[src/rtl/imm_gen_pipe.sv]
// RV32 immediate decoder feeding a 2-entry FIFO of {imm, fmt, illegal}.
// Decoding happens at push time. Outputs are taken from the registered head and are zero while empty.
module imm_gen_pipe #(
    parameter int unsigned XLEN     = 32,
    parameter bit          SIGN_EXT = 1'b1,
    parameter int unsigned CNT_W    = 16
) (
    input  logic             clk,
    input  logic             rst_n,
    input  logic             in_valid,
    output logic             in_ready,
    input  logic [31:0]      in_instr,
    input  logic             in_en,
    output logic             out_valid,
    input  logic             out_ready,
    output logic [XLEN-1:0]  out_imm,
    output logic [2:0]       out_fmt,
    output logic             out_illegal,
    output logic [CNT_W-1:0] err_cnt
);

    typedef enum logic [2:0] {
        FMT_NONE = 3'd0,
        FMT_I    = 3'd1,
        FMT_S    = 3'd2,
        FMT_B    = 3'd3,
        FMT_U    = 3'd4,
        FMT_J    = 3'd5
    } fmt_e;

    typedef struct packed {
        logic [XLEN-1:0] imm;
        logic [2:0]      fmt;
        logic            illegal;
    } entry_t;

    logic [6:0]      opcode;
    logic            fill;
    fmt_e            fmt_dec;
    logic            illegal_dec;
    logic [31:0]     raw;
    logic [XLEN-1:0] imm_ext;
    entry_t          entry_new;

    logic [1:0]      count;
    logic            wr_ptr;
    logic            rd_ptr;
    entry_t          mem [2];
    entry_t          head;
    logic            push;
    logic            pop;

    // Decode: format selection, then the raw immediate already extended to 32 bits.
    always_comb begin
        opcode      = in_instr[6:0];
        fill        = SIGN_EXT ? in_instr[31] : 1'b0;
        fmt_dec     = FMT_NONE;
        illegal_dec = 1'b0;
        case (opcode)
            7'b0110011, 7'b0001011:            fmt_dec = FMT_NONE;
            7'b0010011, 7'b0000011, 7'b1100111: fmt_dec = FMT_I;
            7'b0100011:                        fmt_dec = FMT_S;
            7'b1100011:                        fmt_dec = FMT_B;
            7'b0110111, 7'b0010111:            fmt_dec = FMT_U;
            7'b1101111:                        fmt_dec = FMT_J;
            default:                           illegal_dec = 1'b1;
        endcase
        if (!in_en) begin
            fmt_dec     = FMT_NONE;
            illegal_dec = 1'b0;
        end
        raw = '0;
        case (fmt_dec)
            FMT_I:   raw = {{20{fill}}, in_instr[31:20]};
            FMT_S:   raw = {{20{fill}}, in_instr[31:25], in_instr[11:7]};
            FMT_B:   raw = {{19{fill}}, in_instr[31], in_instr[7], in_instr[30:25],
                            in_instr[11:8], 1'b0};
            FMT_U:   raw = {in_instr[31:12], 12'b0};
            FMT_J:   raw = {{11{fill}}, in_instr[31], in_instr[19:12], in_instr[20],
                            in_instr[30:21], 1'b0};
            default: raw = '0;
        endcase
    end

    // Upper-word extension applies to every real format, U included; none/illegal stay zero.
    generate
        if (XLEN == 64) begin : g_xlen64
            logic upper_fill;
            assign upper_fill = fill & (fmt_dec != FMT_NONE);
            assign imm_ext    = {{(XLEN-32){upper_fill}}, raw};
        end else begin : g_xlen32
            assign imm_ext = raw;
        end
    endgenerate

    always_comb begin
        entry_new.imm     = imm_ext;
        entry_new.fmt     = fmt_dec;
        entry_new.illegal = illegal_dec;
    end

    assign in_ready  = (count < 2'd2);
    assign out_valid = (count != 2'd0);
    assign push      = in_valid && in_ready;
    assign pop       = out_valid && out_ready;

    always_ff @(posedge clk or negedge rst_n) begin
        if (!rst_n) begin
            count   <= '0;
            wr_ptr  <= 1'b0;
            rd_ptr  <= 1'b0;
            mem[0]  <= '0;
            mem[1]  <= '0;
            err_cnt <= '0;
        end else begin
            if (push) begin
                mem[wr_ptr] <= entry_new;
                wr_ptr      <= ~wr_ptr;
            end
            if (pop) begin
                rd_ptr <= ~rd_ptr;
            end
            case ({push, pop})
                2'b10:   count <= count + 2'd1;
                2'b01:   count <= count - 2'd1;
                default: count <= count;
            endcase
            if (push && entry_new.illegal && (err_cnt != '1)) begin
                err_cnt <= err_cnt + CNT_W'(1);
            end
        end
    end

    always_comb begin
        head        = mem[rd_ptr];
        out_imm     = '0;
        out_fmt     = '0;
        out_illegal = 1'b0;
        if (out_valid) begin
            out_imm     = head.imm;
            out_fmt     = head.fmt;
            out_illegal = head.illegal;
        end
    end

endmodule

[config.mk]
export PLATFORM = sky130hd
export DESIGN_NAME = imm_gen_pipe
export DESIGN_NICKNAME = d
export VERILOG_FILES = /design/src/rtl/imm_gen_pipe.sv
export SDC_FILE = /design/constraint.sdc
export NUM_CORES = 1
export LEC_CHECK = 0
export ABC_AREA = 1
export CAP_MARGIN = 20
export CORE_MARGIN = 8
export CORE_UTILIZATION = 40
export CTS_BUF_LIST = sky130_fd_sc_hd__clkbuf_16
export CTS_CLUSTER_SIZE = 30
export DETAILED_ROUTE_END_ITERATION = 12
export GPL_TIMING_DRIVEN = 1
export PLACE_DENSITY = 0.68
export SLEW_MARGIN = 20
export SYNTH_ARGS = -nofsm -noshare
export SYNTH_HDL_FRONTEND = slang
export SYNTH_SLANG_ARGS = --single-unit
[constraint.sdc]
create_clock -name clk -period 3.5 [get_ports clk]
set_input_delay 0.7 -clock clk [delete_from_list [all_inputs] [get_ports clk]]
set_output_delay 0.7 -clock clk [all_outputs]
set_load 0.01 [all_outputs]
==> impl_metrics.yaml <==
synth:
  yosys.area_share.simple_pct: 34.2
  syn_area_per_cell_sq_um: 7.55
  synth_seq_cells: 92
  synth-compound-area-share_pct: 9.41
  synth_cell_types: 32
  yosysTopAreaCellShare_pct: 45.8
  ys_top_cells_by_area: "dfrtp_1, nand2_1, a21oi_1"
  synth_top_family_by_area: "simple AND/OR/NAND/NOR gates"
  synthXorXnorAreaFrac_pct: 3.14
  synth_mux_area_share_pct: 0
  synthAdderAreaFrac_pct: 0.498
  syn_nets: 705
  yosys.area.top_type: "dfrtp_1"
  syn_inst: 666
  ys_seq_area_share_pct: 45.8
  yosys_warnings: 0
  syn_area_sq_um: 5030
grt:
  grt.total_usage_pct: 17.9
  grt_max_degree: 47
  antenna_found_initial: 0
  grt.overflow.total: 0
  grt_first_pass_wirelength_microns: 23700
  grt_pass1_vias: 4740
cells_and_area:
  area_delta_synth_final_pct: 25.6
  regArea_sq_um: 2300
  layout_commonest_cell: "nand2_1"
  multi_input_area_sq_um: 2380
  finalCoreUtilization_pct: 50.6
  fin_nets: 782
  antenna_cells: 0
  drive_gt1_share_pct: 9.63
  nFillCells: 1221
  layout_common_cells: "nand2_1, dfrtp_1, clkdlybuf4s50_1, inv_1, a21oi_1"
place:
  portBuffers: 90
  preCtsSetupSlack_ns: 0.527
  gp_congestion: 0.912
  hpwl_microns: 9650
sta:
  max_freq_mhz: 325
  finalSetupViolCount: 0
  max_slew_margin_pct: 34.7
  fin_tns_setup_ns: 0
  fin_crit_ns: 3.08
  slew_violations: 0
  worst_slack_ns: 0.419
  worstMarginPinSlew_ns: 0.973
  grt_setup_unrepaired: "no"
  skew_ns: 0.00854
  fin_crit_sh_pct: 88.0
  hold_viol: 0
setup_path:
  critPathCaptureType: "primary output"
  path_buf_inv: 2
  startpoint_type: "flop"
  crit_family: "buffers and inverters"
  cpPeakStageDelay_ns: 0.75
  critical_path_class: "flop to primary output"
  slowest_stage: "clkinv_1"
  critPathMaxFanout: 27
  required_ns: 2.80
  worstPathCellList: "clkinv_1, nand2_1, a21oi_1, clkdlybuf4s50_1"
  arrival_ns: 2.38
route:
  vias: 4639
  routed_wl_microns: 14100
  via_per_inst: 5.04
  drt_iter0_drc: 332
  post_drt_wl_per_cell_microns: 15.3
  firstDrtPassIters: 5
  ant_nets: 0
  route.detailed.drc: 0
outcome:
  status: "finished, final reports clean"
floorplanning:
  core_sq_um: 12500
  dieArea_sq_um: 16400
  num_rows: 41
  die_width_microns: 128
  chipHeight_microns: 128
  start_util_pct: 40.3
  ios: 91
cts:
  path_clk_slew_ns: 0.07
  clock-sinks: 92
  htree_levels: 3
  cts_hold_buf: 0
  cts_buffers: 9
  clk_latency_ns: 0.34
  cts_tree: "yes"
  cts-root-buf: "clkbuf_16"
  clock_tree.buffer_depth: 2
  cts_setup_buffers: 0
  ctsResizeCount: 0
power_and_ir_drop:
  ir_drop_mv: 0.332
  p_leak_nw: 3.01
  power_density_nw_per_um2: 544
run:
  maxCapViolations: 0
min_path:
  min_path_type: "primary input to asynchronous set/reset pin"
path summary, 6_finish.rpt:
path                       cells after the start  slack (ns)      from          end
max in group asynchronous                      2        2.39     rst_n      mem[12]
min in group clk                               2        0.48   mem[56]      mem[56]
max reg2reg                                    6        1.54  count[1]      mem[11]
max                                            4        0.42    rd_ptr   out_fmt[2]
min reg2reg                                    2        0.48   mem[56]      mem[56]
min                                            1        0.33     rst_n  err_cnt[10]
where the power goes:
| part | switching [mW] | total [mW] | internal [mW] |
|---|---|---|---|
| Clock | 0.416 | 0.967 | 0.551 |
| Sequential | 0.0940 | 1.28 | 1.19 |
| Combinational | 0.751 | 1.18 | 0.434 |
registers in the layout, summed over array words and instances, names as in the netlist:
register  count
count         2
rd_ptr        1
mem          72
err_cnt      16
wr_ptr        1
layout make-up:
type,instances,area share (%)
Sequential cell,92,36.5
Clock inverter,7,1.07
Timing Repair Buffer,97,15.1
Clock buffer,9,3.57
Tap cell,172,3.41
Inverter,46,2.73
Multi-Input combinational cell,497,37.7
cell usage after synthesis:
cell and count:
o21ai_1 15, o21ai_2 2, inv_2 5, nor2_8 1, buf_1 2, nand3_2 13
nand3_1 30, xnor2_1 6, nand2_2 16, nand2_1 281, buf_2 3, a21oi_1 37
nor2_2 4, xor2_1 12, buf_6 5, inv_1 39, nand2_4 4, buf_8 1
nor3_4 1, clkbuf_1 18, nand4_2 1, o21bai_1 2, nor2_4 2, dfrtp_1 92
o21ai_0 36, clkinv_1 2, nor3_1 6, nor4_1 2, ha_1 2, buf_4 2
nand4_1 5, nor2_1 19
through the flow:
step                cell area [sq um]  power, mW  hold slack [ns]  cells
global route                     6310       3.63            0.367    920
global placement                 6020       2.47            0.458    904
CTS                              6310       3.46            0.349    920
finish                           6310       3.44            0.327    920
detailed placement               6020       2.49            0.464    904
floorplan                        5030       1.95            0.404    666
cell families (layout without fill, tap and decap cells):
kind of cell,count (synthesis),count (layout)
xor gates and xnor gates,18,18
buffers and inverters,77,159
and+or+nand+nor,385,385
AOI/OAI and AO/OA,92,92
adders and majority gates,2,2
DFF,92,92
per-layer routing:
| layer | GRT usage [%] | share of wire (%) | vias to the layer above | wire, microns |
|---|---|---|---|---|
| li1 | - | - | 2255 | - |
| met1 | 22.6 | 45 | 2237 | 6290 |
| met2 | 29.4 | 47 | 134 | 6650 |
| met3 | 4.95 | 7.0 | 13 | 987 |
| met4 | 4.83 | 1.1 | 0 | 148 |
| met5 | 0 | 0 | - | 0 |
No activity file was read; power rests on OpenSTA's default activity.
